### src/rtl/seq_mult_pkg.sv
// Shared types for the sequential shift-add multiplier: FSM state encoding and counter sizing.
package seq_mult_pkg;

  typedef enum logic [1:0] {
    IDLE = 2'b00,
    RUN  = 2'b01,
    DONE = 2'b10
  } state_t;

  function automatic int cnt_width(input int width);
    return (width > 1) ? $clog2(width) : 1;
  endfunction

endpackage

### src/rtl/seq_mult_ctrl.sv
// Control FSM and bit counter: IDLE accepts start, RUN lasts WIDTH cycles, DONE lasts one cycle.
module seq_mult_ctrl
  import seq_mult_pkg::*;
#(
  parameter int WIDTH = 8
) (
  input  logic clk,
  input  logic reset,
  input  logic start,
  output logic load,
  output logic step,
  output logic finish,
  output logic busy
);

  localparam int CW = cnt_width(WIDTH);

  state_t          state_q, state_d;
  logic [CW-1:0]   cnt_q, cnt_d;

  always_ff @(posedge clk or posedge reset) begin
    if (reset) begin
      state_q <= IDLE;
      cnt_q   <= '0;
    end else begin
      state_q <= state_d;
      cnt_q   <= cnt_d;
    end
  end

  always_comb begin
    state_d = state_q;
    cnt_d   = cnt_q;
    load    = 1'b0;
    step    = 1'b0;
    finish  = 1'b0;
    case (state_q)
      IDLE: begin
        if (start) begin
          load    = 1'b1;
          cnt_d   = '0;
          state_d = RUN;
        end
      end
      RUN: begin
        step  = 1'b1;
        cnt_d = cnt_q + CW'(1);
        if (cnt_q == CW'(WIDTH - 1)) begin
          cnt_d   = '0;
          state_d = DONE;
        end
      end
      DONE: begin
        finish  = 1'b1;
        state_d = IDLE;
      end
      default: begin
        state_d = IDLE;
        cnt_d   = '0;
      end
    endcase
  end

  assign busy = (state_q != IDLE);

endmodule

### src/rtl/seq_mult_param.sv
// Sequential shift-add multiplier, WIDTH x WIDTH -> 2*WIDTH, fixed WIDTH+2 cycle issue interval.
// Define SEQ_MULT_SIGNED_EN to honour signed_op (magnitude multiply, negate on completion).
module seq_mult_param
  import seq_mult_pkg::*;
#(
  parameter int WIDTH = 8
) (
  input  logic               clk,
  input  logic               reset,
  input  logic               start,
  input  logic [WIDTH-1:0]   a,
  input  logic [WIDTH-1:0]   b,
  input  logic               signed_op,
  output logic [2*WIDTH-1:0] prod,
  output logic               busy,
  output logic               done
);

  localparam int AW = 2 * WIDTH + 1;

  logic             load, step, finish;
  logic [AW-1:0]    acc, mcand;
  logic [WIDTH-1:0] mplier;
  logic [WIDTH-1:0] a_mag, b_mag;
  logic [2*WIDTH-1:0] result;
  logic             unused_acc_msb;

  seq_mult_ctrl #(.WIDTH(WIDTH)) u_ctrl (
    .clk    (clk),
    .reset  (reset),
    .start  (start),
    .load   (load),
    .step   (step),
    .finish (finish),
    .busy   (busy)
  );

`ifdef SEQ_MULT_SIGNED_EN
  logic neg_in, neg;

  // Magnitude of the most negative value still fits in WIDTH unsigned bits.
  always_comb begin
    a_mag  = (signed_op && a[WIDTH-1]) ? (~a + WIDTH'(1)) : a;
    b_mag  = (signed_op && b[WIDTH-1]) ? (~b + WIDTH'(1)) : b;
    neg_in = signed_op && (a[WIDTH-1] ^ b[WIDTH-1]);
  end

  always_ff @(posedge clk or posedge reset) begin
    if (reset)     neg <= 1'b0;
    else if (load) neg <= neg_in;
  end

  assign result = neg ? (~acc[2*WIDTH-1:0] + (2*WIDTH)'(1)) : acc[2*WIDTH-1:0];
`else
  logic unused_signed_op;

  assign a_mag            = a;
  assign b_mag            = b;
  assign unused_signed_op = signed_op;
  assign result           = acc[2*WIDTH-1:0];
`endif

  assign unused_acc_msb = acc[AW-1];

  always_ff @(posedge clk or posedge reset) begin
    if (reset) begin
      acc    <= '0;
      mcand  <= '0;
      mplier <= '0;
      prod   <= '0;
      done   <= 1'b0;
    end else begin
      done <= finish;
      if (load) begin
        acc    <= '0;
        mcand  <= AW'(a_mag);
        mplier <= b_mag;
      end else if (step) begin
        if (mplier[0]) acc <= acc + mcand;
        mcand  <= mcand << 1;
        mplier <= mplier >> 1;
      end
      if (finish) prod <= result;
    end
  end

endmodule
### config.mk
export PLATFORM = sky130hd
export DESIGN_NAME = seq_mult_param
export DESIGN_NICKNAME = d
export VERILOG_FILES = /design/src/rtl/seq_mult_pkg.sv /design/src/rtl/seq_mult_ctrl.sv /design/src/rtl/seq_mult_param.sv
export SDC_FILE = /design/constraint.sdc
export NUM_CORES = 1
export LEC_CHECK = 0
export CAP_MARGIN = 20
export CORE_ASPECT_RATIO = 1.4
export CORE_UTILIZATION = 56
export CTS_CLUSTER_SIZE = 10
export DETAILED_ROUTE_END_ITERATION = 8
export GPL_TIMING_DRIVEN = 0
export PLACE_DENSITY = 0.77
export SLEW_MARGIN = 20
export SYNTH_ARGS = -nofsm -noshare
export SYNTH_HDL_FRONTEND = slang
export SYNTH_SLANG_ARGS = --single-unit
### constraint.sdc
create_clock -name clk -period 2.5 [get_ports clk]
set_clock_uncertainty 0.2 [all_clocks]
set_input_delay 0.5 -clock clk [delete_from_list [all_inputs] [get_ports clk]]
set_output_delay 0.5 -clock clk [all_outputs]
set_load 0.01 [all_outputs]
Word-level counts from Yosys, hierarchy flattened
Cells that the tools add are included.
{"block": "word_totals", "latchBits": 0, "mem_bits_ro": 0, "ram_bits": 0, "inputBits": 20, "out_inout_bits": 18, "word_cells": 39, "ff_bits": 64, "n_memories": 0}
{"block": "classes", "div": 0, "muxes": 17, "mul": 0, "shift": 0, "n_reduce_logical": 7, "n_bitwise": 1, "n_eq_ne": 5, "magnitude_cmp": 0, "add_sub_neg": 2}
{"operator": "$mux 17", "count": 5}
{"operator": "$add 17x17->17", "count": 1}
{"operator": "$mux 8", "count": 2}
{"operator": "$pmux 3 s3", "count": 1}
{"operator": "$mux 3", "count": 2}
{"operator": "$reduce_and 2->1", "count": 3}
{"operator": "$reduce_bool 2->1", "count": 3}
{"operator": "$mux 1", "count": 4}
{"operator": "$mux 2", "count": 2}
{"operator": "$pmux 2 s2", "count": 1}
{"operator": "$add 3x1->3 const B", "count": 1}
{"operator": "$eq 3x3->1 const B", "count": 1}
{"operator": "$eq 2x1->1 const B", "count": 1}
{"operator": "$eq 2x2->1 const B", "count": 1}
{"operator": "$logic_not 2->1", "count": 1}
{"operator": "$ne 2x1->1 const B", "count": 1}
{"operator": "$ne 2x2->1 const B", "count": 1}
{"operator": "$not 1->1", "count": 1}

Longest topological paths before layout
Gate-level depths: netlist (run 1).
{"block": "logic_depth", "word_depth": 4, "depth_mapped": 8}

By module
A second synthesis (run 1) with hierarchy kept.
{"block": "hier_totals", "cells_unflattened": 328, "area_unflattened_um2": 3367.0}
{"module": "seq_mult_param", "area_each_um2": 3103.0, "cells_each": 302, "instances": 1, "seq_area_each_um2": 1426.4}
{"module": "seq_mult_ctrl", "area_each_um2": 264.0, "cells_each": 26, "instances": 1, "seq_area_each_um2": 125.1}

Least setup slack after synthesis (run 1)
Ideal clock, no wire load.
{"block": "synth_path", "kind": "register -> register", "from": "register acc[8]", "to": "register acc[15]", "period_less_slack_ns": 2.282, "arrival_time_ns": 2.001, "setup_slack_ns": 0.218, "stages_incl_launch_ff": 9, "cell_sequence": "dfrtp_1 -> ha_1 -> buf_6 -> a211o_1 -> a21oi_4 -> o22ai_2 -> o21ai_1 -> or4b_1 -> o211ai_2"}
{"block": "synth_via", "elab_chain_cells": 4}
{"item": "start, declared", "line_no": "seq_mult_param.sv:22", "text": "logic [AW-1:0] acc, mcand;"}
{"item": "start signal, assigned", "line_no": "seq_mult_param.sv:79", "text": "if (mplier[0]) acc <= acc + mcand;"}
{"item": "$add 17x17->17", "line_no": "seq_mult_param.sv:79"}
{"item": "$mux 17", "line_no": "seq_mult_param.sv:79"}
{"item": "$mux 17", "line_no": "seq_mult_param.sv:78", "text": "end else if (step) begin"}
{"item": "$mux 17", "line_no": "seq_mult_param.sv:74", "text": "if (load) begin"}
Every way passes these cells. The select of a mux whose other input is x is not followed.
A chain may end at the register's enable or synchronous reset.

Final worst setup path (run 1)
Same ends and word-level chain as after synthesis.

==> summary.txt, run 1 <==
Synthesis
  • FFs w/ async S/R, synth: 1.00
  • Syn Inst Count: 315
  • Post-Syn Area: 3300 um2
  • Netlist cell types: 45
  • Area contributors post-synth: dfrtp_1 (47%), ha_1 (6.5%), a21oi_1 (4.4%), nor2b_1 (3.6%), a22oi_1 (3.2%)
  • Synth Warn #: 0
  • Post-Syn Nets: 353
  • Register area share after synthesis: 0.471
  • Most instantiated cells after synthesis: dfrtp_1 (62), a21oi_1 (29), nand2_1 (28), nor2b_1 (19), o21ai_0 (19)
  • Number of synthesized flops with an enable pin: 0
  • Synth area leader: dfrtp_1
  • Top-count cell post-synth: dfrtp_1
  • Syn avg cell area: 10.5 um2
  • Synth Register Bits: 62
  • Area share of the largest cell type after synthesis: 0.471
  • Dominant synthesized flop cell: dfrtp_1

GRT
  • Gr ovfl total: 0
  • Vias in the first global route: 2530
  • Initial antenna violation count: 0
  • Pin count of the biggest net entering global routing: 33
  • First-pass GRT wire length: 11.7 mm
  • Overall routing resource usage: 0.253

Critical path
  • Register-to-Register Path Depth: 8
  • CP max FO: 7
  • Worst r2r dst: acc[15]
  • R2r setup slk: 80 ps
  • Crit path required time: 2580 ps
  • Critical path type: reg2reg
  • Slowest stage cell on the critical path: or4b_1
  • Startpoint Class: flip-flop
  • CP Cell Sequence: ha_1 > buf_6 > a211o_1 > a21oi_4 > o22ai_2 > o21ai_1 > or4b_1 > o211ai_2
  • Crit end category: flip-flop
  • Slowest stage delay, CP: 470 ps
  • Worst R2R Start: acc[8]
  • Crit path DAT: 2490 ps

CTS
  • Worst-path clk slew: 70 ps
  • Root Buffer Master: clkbuf_8
  • Htree depth: 3
  • CTS Buf Count: 9
  • Hold buffer count at cts: 0
  • Worst-case clock buffer depth: 2
  • # clock sinks: 62
  • Worst-skew pair later-pin latency: 350 ps
  • CTS tree: done

Hold path
  • Hold_sp: prod[11]
  • Worst Hold Path Cells: 1
  • Worst Hold End: prod[11]
  • Hold Crit Class: reg2reg

STA
  • Tmin final: 2420 ps
  • Max frequency: 414 MHz
  • Worst-margin pin slew: 626 ps
  • Final Max Tran Viols: 0
  • Fin Hold WS: 282 ps
  • Relative slew margins: 0.582
  • Final setup fails: 0
  • Fin crit share: 0.967
  • Unrepaired setup endpoints after global routing: no
  • Final Hold Fails: 0

Cells and area
  • Antenna cells: 0
  • Final #Nets: 402
  • Share of cells above drive strength 1: 0.125
  • P&R area growth vs syn: 23.0%

Power and ir drop
  • P_int: 0.00301 W
  • Total Power: 0.00476 W
  • Flop pwr share: 0.358
  • Gate power share: 0.422
  • Leakage: 1.79 nW
  • Net Switching: 0.00176 W
  • Max VDD drop: 0.862 mV
  • Sw frac: 0.369
  • Clk pwr share: 0.220
  • Power Dens Cells: 1170 nW/um2

Drt
  • DR vias/cell: 5.98
  • DRC marker count from the first detailed-route iteration: 129
  • Remaining antenna violation count after routing: 0
  • Vias: 2612
  • DRC viols: 0
  • Total wire length: 6.95 mm
  • DRT Pass-1 Iters: 4
  • Average wire per standard cell: 15.9 um

Die
  • Num ports: 38
  • Die height: 92.8 um
  • Row count: 32
  • Die X: 66.8 um
  • Initial Utilization: 0.588
  • Core region area: 5610 um2
  • Die area: 6200 um2

Placed design
  • Final GP Congestion: 0.898
  • DPL Wire Length: 4.91 mm
  • Number of buffers added on ports: 36

Run
  • Total of max-cap violations: 0

Status
  • Outcome: finished, final reports clean
==> final cells by class <==
cell class	instances	area (um2)
multi-input combinational	234	1710
tap	68	85.1
sequential	62	1550
timing repair buffer	38	387
clock inverter	4	95.1
buffer	15	71.3
fill	411	1550
clock buffer	12	135
inverter	4	17.5
==> per-stage QoR <==
stage | TNS, ps | cell area [um2] | setup WS, ps | utilization | instances
2_1_floorplan | 0 | 3300 | 218 | - | 315
3_3_place_gp | -50750 | 3740 | -788 | 0.667 | 419
3_5_place_dp | -2260 | 3760 | -226 | 0.671 | 420
4_1_cts | 0 | 4000 | 27.0 | 0.714 | 436
5_1_grt | 0 | 4060 | 2.76 | 0.723 | 437
6_report | 0 | 4060 | 82.6 | 0.723 | 437
==> worst max-delay path, delay by kind of cell (launching register included) <==
family / cells / cell delay, ps
buf+inv: 1 / 140
simple gates: 1 / 470
compound gates: 5 / 830
flops: 1 / 400
fa+ha+maj: 1 / 310
==> placed cells by master (no fill, tap or decap), drive strengths merged, types with 2 or more instances in the layout <==
cell type / n
nor3: 3
nand4: 2
clkdlybuf4s50: 35
o21bai: 3
a22oi: 14
a21o: 5
nor2: 7
dfrtp: 62
a22o: 12
o211ai: 3
inv: 4
nand3: 3
o21a: 5
xnor2: 6
o22ai: 2
bufinv: 3
nand2b: 3
mux2: 16
xor2: 5
o21ai: 36
a21oi: 30
and2: 3
o31ai: 2
nand2: 28
buf: 5
nor2b: 19
clkbuf: 24
ha: 17
==> sequential cells by signal (all words and copies together), names as in the netlist <==
| register | cells |
|---|---|
| prod | 16 |
| u_ctrl.state_q | 2 |
| acc | 16 |
| u_ctrl.cnt_q | 3 |
| mplier | 8 |
| mcand | 16 |
| done | 1 |
==> power groups by stage <==
stage	registers (W)	clock network (W)	logic [W]
final	0.00171	0.00105	0.00201
after global routing	0.00176	0.00110	0.00222
after CTS	0.00169	0.00106	0.00194
after detailed placement	0.00171	0	0.00193
after global placement	0.00169	0	0.00187
after floorplan	0.00167	0	0.00134
==> cell families after synthesis <==
kind of cell | share of synthesized area
DFF | 0.471
muxes | 0.0547
AOI/OAI and AO/OA | 0.232
and+or+nand+nor | 0.118
adders and majority gates | 0.0706
xor gates and xnor gates | 0.0292
buffers and inverters | 0.0243
==> worst max-delay path by stage <==
| stage | from | to | cells past startpoint |
|---|---|---|---|
| 3_5_place_dp | start | mplier[4] | 6 |
| 2_1_floorplan | acc[8] | acc[15] | 8 |
| 3_3_place_gp | reset | done | 2 |
| 6_report | acc[8] | acc[15] | 8 |
| 4_1_cts | acc[0] | acc[14] | 8 |
| 5_1_grt | acc[8] | acc[15] | 8 |
==> timing repair <==
action	4_1_cts	5_1_grt
gates cloned	0	0
buffers inserted	0	1
pin swaps	0	4
endpoints found under the setup margin	3	11
gates resized for setup	5	10
==> routing by layer <==
layer  vias to the layer above  GRT usage  part of all wire
met5                         -          0                 0
met1                      1300      0.303              0.43
met2                        51      0.418              0.52
met4                         0      0.124             0.021
li1                       1247          -                 -
met3                        14     0.0579             0.030
Power figures use the tool's default switching activity.
==> run 2: changes to the inputs <==
- CORE_UTILIZATION: 56 -> 63
- DONT_BUFFER_PORTS: unset -> 1
- PLACE_DENSITY: 0.77 -> 0.76
==> summary.txt, run 2 (synthesis results as in run 1) <==
Status
  • Outcome: finished, final reports clean

CTS
  • Htree depth: 3 (unchanged)
  • Worst-path clk slew: 70 ps (about the same)
  • CTS tree: done
  • Worst-case clock buffer depth: 2 (unchanged)
  • Worst-skew pair later-pin latency: 350 ps (about the same)
  • # clock sinks: 62 (unchanged)
  • Root Buffer Master: clkbuf_8
  • CTS Buf Count: 9 (unchanged)

STA
  • Worst-margin pin slew: 597 ps (-28.9 ps)
  • Fin crit share: 0.969 (+0.00166)
  • Final Max Tran Viols: 0 (unchanged)
  • Final Hold Fails: 0 (unchanged)
  • Max frequency: 413 MHz (-0.17%)
  • Final sum of negative setup slack: 0 ps (unchanged)
  • Final setup fails: 0 (unchanged)
  • Relative slew margins: 0.601 (+0.0193)
  • Tmin final: 2420 ps (+4.15 ps)
  • Final setup margin: 78.5 ps (-4.15 ps)

Critical path
  • CP max FO: 3 (-4)
  • CP Cell Sequence: ha_1 > fa_1 > a21oi_2 > o211ai_1 > a21oi_2 > o21ai_1 > xnor2_1 > o21ai_1
  • Slowest stage cell on the critical path: fa_1
  • CP bufs+invs: 0 (-1)
  • Slowest stage delay, CP: 440 ps (-30 ps)
  • Worst R2R Start: acc[0]
  • Crit path from: acc[0]
  • R2r setup slk: 80 ps (about the same)
  • Crit end category: flip-flop
  • Crit path DAT: 2450 ps (-40 ps)
  • Crit path required time: 2530 ps (-50 ps)
  • Worst r2r dst: acc[14]
  • Crit-path leading delay family: compound AO/OA/AOI/OAI gates
  • Register-to-Register Path Depth: 8 (unchanged)
  • Critical path type: reg2reg
  • Startpoint Class: flip-flop

Cells and area
  • Number of fill cells: 355 (-14%)
  • Antenna cells: 0 (unchanged)
  • Commonest non-fill, non-tap cell in the layout: dfrtp_1
  • Non-Filler Instances: 400 (-8.5%)
  • Register area: 1550 um2 (unchanged)
  • Cell area after layout: 3700 um2 (-8.7%)
  • Share of cells above drive strength 1: 0.152 (+0.0271)
  • Final #Nets: 371 (-7.7%)
  • Area of the multi-input gates: 1720 um2 (+0.44%)
  • Top flop regs: acc x16, mcand x16, prod x16
  • P&R area growth vs syn: 12.4%
  • Most frequent cells in the layout: dfrtp_1 (62), nand2_1 (28), a21oi_1 (25)

Placed design
  • Post-placement cell area: 3410 um2 (-9.5%)
  • Placed insts: 380 (-9.5%)
  • DPL Wire Length: 4.77 mm (-2.9%)
  • Pre-CTS setup slack: -80.6 ps (+145 ps)
  • Final GP Congestion: 0.895 (-0.40%)
  • Number of buffers added on ports: 0 (-100%)

Power and ir drop
  • Leakage: 1.65 nW (-7.5%)
  • Max VDD drop: 0.635 mV (-26%)
  • Total Power: 0.00438 W (-8.0%)
  • Power Dens Cells: 1180 nW/um2 (+0.71%)

Die
  • Die height: 87.6 um (-5.6%)
  • Row count: 30 (-6.3%)
  • Die X: 63.1 um (-5.6%)
  • Initial Utilization: 0.665 (+0.0772)
  • Core region area: 4950 um2 (-12%)
  • Num ports: 38 (unchanged)
  • Die area: 5530 um2 (-11%)

Hold path
  • Hold_sp: start
  • Worst Hold End: u_ctrl.state_q[0]
  • Worst Hold Path Cells: 2 (+1)
  • Hold Crit Class: in2reg

Drt
  • DRC viols: 0 (unchanged)
  • Total wire length: 6.94 mm (-0.20%)
  • DRT Pass-1 Iters: 4 (unchanged)
  • Average wire per standard cell: 17.3 um (+9.0%)
  • Vias: 2485 (-4.9%)
  • DR vias/cell: 6.21 (+3.9%)
  • Remaining antenna violation count after routing: 0 (unchanged)
  • DRC marker count from the first detailed-route iteration: 152 (+18%)

Run
  • Total of max-cap violations: 0 (unchanged)

GRT
  • Gr ovfl total: 0 (unchanged)
  • Initial antenna violation count: 0 (unchanged)
  • Pin count of the biggest net entering global routing: 53 (+61%)
  • First-pass GRT wire length: 11.5 mm (-1.9%)
  • Vias in the first global route: 2464 (-2.6%)
  • Overall routing resource usage: 0.273 (+0.0198)
## run 2: where the power goes
group | switching (W) | internal, W | total [W]
Sequential | 0.000393 | 0.00138 | 0.00178
Clock | 0.000374 | 0.000485 | 0.000858
Combinational | 0.000952 | 0.000794 | 0.00175
Total | 0.00172 | 0.00266 | 0.00438
## run 2: timing repair
action | CTS | global route
setup endpoints to repair | 2 | 5
cloned | 0 | 0
hold buffers | 1 | 0
resized for setup | 1 | 10
buffers inserted | 0 | 5
hold endpoints to repair | 10 | 0
pin swaps | 0 | 8
## run 2: how the worst max path moves through the flow
stage               to  slack, ps  depth (start not counted)
4_1_cts        acc[14]          3                          8
3_5_place_dp   acc[14]        -80                          8
6_report       acc[14]         80                          8
5_1_grt        acc[15]         -3                          7
2_1_floorplan  acc[15]        220                          8
3_3_place_gp    acc[6]       -330                          1
## run 2: layer usage
layer | share of wire | routed length [um] | track usage
met1 | 0.43 | 2970 | 0.316
met3 | 0.037 | 256 | 0.0716
met5 | 0 | 0 | 0
met4 | 0.019 | 129 | 0.127
met2 | 0.52 | 3580 | 0.472
## run 2: cell type report
| type | instances | share of cell area |
|---|---|---|
| Buffer | 15 | 0.0179 |
| Inverter | 4 | 0.00473 |
| Multi-Input combinational cell | 234 | 0.465 |
| Sequential cell | 62 | 0.419 |
| Clock buffer | 14 | 0.0520 |
| Tap cell | 64 | 0.0216 |
| Timing Repair Buffer | 7 | 0.0203 |
## run 2: stage by stage
stage | utilization | hold WS, ps
detailed placement | 0.687 | 92.5
global route | 0.747 | 150
finish | 0.747 | 142
global placement | 0.681 | 292
CTS | 0.729 | 141
floorplan | - | 267
==> run 3: changes to the inputs <==
- PLACE_DENSITY: 0.76 -> 0.78
==> summary.txt, run 3 (synthesis results as in run 1) <==
Critical path
  • Critical path type: reg2reg
  • Crit end category: flip-flop
  • CP max FO: 7 (+4)
  • Slowest stage cell on the critical path: or4b_4
  • CP Cell Sequence: ha_4 > buf_6 > nand4_2 > nor3_4 > o21a_1 > nor3_1 > or4b_4 > o211ai_2
  • Startpoint Class: flip-flop
  • Crit path required time: 2570 ps (+40 ps)
  • Slowest stage delay, CP: 520 ps (+80 ps)
  • Crit path DAT: 2470 ps (+20 ps)

Cells and area
  • Utilization after layout: 0.759 (+0.0114)
  • Top flop regs: acc x16, mcand x16, prod x16
  • Final #Nets: 370 (-0.27%)
  • Most frequent cells in the layout: dfrtp_1 (62), nand2_1 (28), a21oi_1 (24)
  • Commonest non-fill, non-tap cell in the layout: dfrtp_1
  • P&R area growth vs syn: 14.1%
  • Non-Filler Instances: 401 (+0.25%)
  • Number of fill cells: 363 (+2.3%)
  • Antenna cells: 0 (unchanged)
  • Share of cells above drive strength 1: 0.160 (+0.00845)
  • Cell area after layout: 3760 um2 (+1.5%)

CTS
  • # clock sinks: 62 (unchanged)
  • CTS tree: done
  • CTS Buf Count: 9 (unchanged)
  • Root Buffer Master: clkbuf_8
  • Htree depth: 3 (unchanged)
  • Worst-path clk slew: 70 ps (about the same)
  • Worst-case clock buffer depth: 2 (unchanged)
  • Worst-skew pair later-pin latency: 340 ps (about the same)

GRT
  • Overall routing resource usage: 0.280 (+0.00669)
  • Pin count of the biggest net entering global routing: 41 (-23%)
  • Gr ovfl total: 0 (unchanged)
  • First-pass GRT wire length: 11.7 mm (+1.5%)
  • Vias in the first global route: 2533 (+2.8%)
  • Initial antenna violation count: 0 (unchanged)

Placed design
  • DPL Wire Length: 4.76 mm (-0.16%)
  • Number of buffers added on ports: 0 (unchanged)
  • Post-placement cell area: 3400 um2 (-0.22%)
  • Placed insts: 380 (unchanged)
  • Final GP Congestion: 0.900 (+0.58%)

STA
  • Relative slew margins: 0.625 (+0.0240)
  • Final sum of negative setup slack: 0 ps (unchanged)
  • Final Max Tran Viols: 0 (unchanged)
  • Final setup fails: 0 (unchanged)
  • Final Hold Fails: 0 (unchanged)
  • Tmin final: 2390 ps (-29.6 ps)
  • Max frequency: 418 MHz (+1.2%)
  • Fin crit share: 0.957 (-0.0118)
  • Unrepaired setup endpoints after global routing: no
  • Worst-margin pin slew: 562 ps (-35.9 ps)

Hold path
  • Hold Crit Class: in2reg

Power and ir drop
  • Flop pwr share: 0.395 (-0.011)
  • Max VDD drop: 0.793 mV (+25%)
  • Gate power share: 0.391 (-0.008)
  • Clk pwr share: 0.214 (+0.018)
  • Sw frac: 0.385 (-0.00679)
  • Total Power: 0.00454 W (+3.5%)
  • Net Switching: 0.00175 W (+1.8%)
  • P_int: 0.00279 W (+4.7%)
  • Power Dens Cells: 1210 nW/um2 (+2.0%)
  • Leakage: 1.65 nW (about the same)

Drt
  • DRC viols: 0 (unchanged)
  • Average wire per standard cell: 17.0 um (-1.7%)
  • Total wire length: 6.84 mm (-1.5%)
  • DRT Pass-1 Iters: 4 (unchanged)
  • DR vias/cell: 6.14 (-1.1%)
  • Remaining antenna violation count after routing: 0 (unchanged)
  • Vias: 2464 (-0.85%)
  • DRC marker count from the first detailed-route iteration: 151 (-0.66%)

Die
  • Core region area: 4950 um2 (unchanged)
  • Die area: 5530 um2 (unchanged)
  • Row count: 30 (unchanged)
  • Initial Utilization: 0.665 (unchanged)
  • Die height: 87.6 um (unchanged)
  • Die X: 63.1 um (unchanged)
  • Num ports: 38 (unchanged)

Run
  • Total of max-cap violations: 0 (unchanged)

Status
  • Outcome: finished, final reports clean
run 3: changes by cell type in the layout (fill, tap and decap cells not counted), moves of 2 or more:
cell / change
clkinv_2: +2
ha_1: -3
clkbuf_8: -4
bufinv_16: +2
ha_4: +2
run 3: power groups by stage:
stage | logic (W) | registers (W) | clock network [W]
6_report | 0.00178 | 0.00179 | 0.000971
5_1_grt | 0.00200 | 0.00184 | 0.00101
4_1_cts | 0.00165 | 0.00176 | 0.000974
3_5_place_dp | 0.00162 | 0.00177 | 0
3_3_place_gp | 0.00157 | 0.00175 | 0
2_1_floorplan | 0.00134 | 0.00167 | 0
run 3: repair_timing:
item,in CTS,in global routing
hold buffers,1,0
endpoints found under the hold margin,22,0
setup buffers,0,5
gates resized for setup,1,16
endpoints found under the setup margin,2,7
pin swaps,0,7
run 3: cell type report:
class | instances | area [um2] | area share
multi-input cells | 234 | 1770 | 0.470
flip-flops and latches | 62 | 1550 | 0.413
clock buffers | 12 | 145 | 0.0386
well taps | 64 | 80.1 | 0.0213
clock inverters | 4 | 70.1 | 0.0186
repair buffers | 7 | 67.6 | 0.0180
plain buffers | 14 | 61.3 | 0.0163
inverters | 4 | 17.5 | 0.00466
run 3: final timing paths:
path	startpoint	endpoint	slack, ps	cells after the start
setup / recovery	acc[8]	acc[15]	110	8
hold / removal	start	u_ctrl.state_q[0]	140	2
setup reg to reg	acc[8]	acc[15]	110	8
hold reg to reg	acc[9]	acc[9]	320	2
max in group asynchronous	reset	u_ctrl.cnt_q[0]	1210	3
min in group asynchronous	reset	acc[15]	380	2
run 3: metrics by stage:
stage | worst slack [ps] | hold WS (ps)
floorplan | 218 | 267
global placement | -322 | 291
detailed placement | -95.9 | 149
CTS | 2.23 | 125
global route | 4.64 | 157
finish | 108 | 135
run 3: layer usage:
layer / up-vias / part of all wire / global-route usage
met5: - / 0 / 0
met4: 0 / 0.014 / 0.131
met3: 8 / 0.038 / 0.0651
met2: 53 / 0.52 / 0.495
met1: 1224 / 0.43 / 0.320
li1: 1179 / - / -
run 3: worst max-delay path: cells and delay by family (launching register included):
| kind | cells | cell delay [ps] |
|---|---|---|
| compound gates | 2 | 280 |
| fa+ha+maj | 1 | 280 |
| buf+inv | 1 | 120 |
| flops | 1 | 420 |
| simple gates | 4 | 1030 |
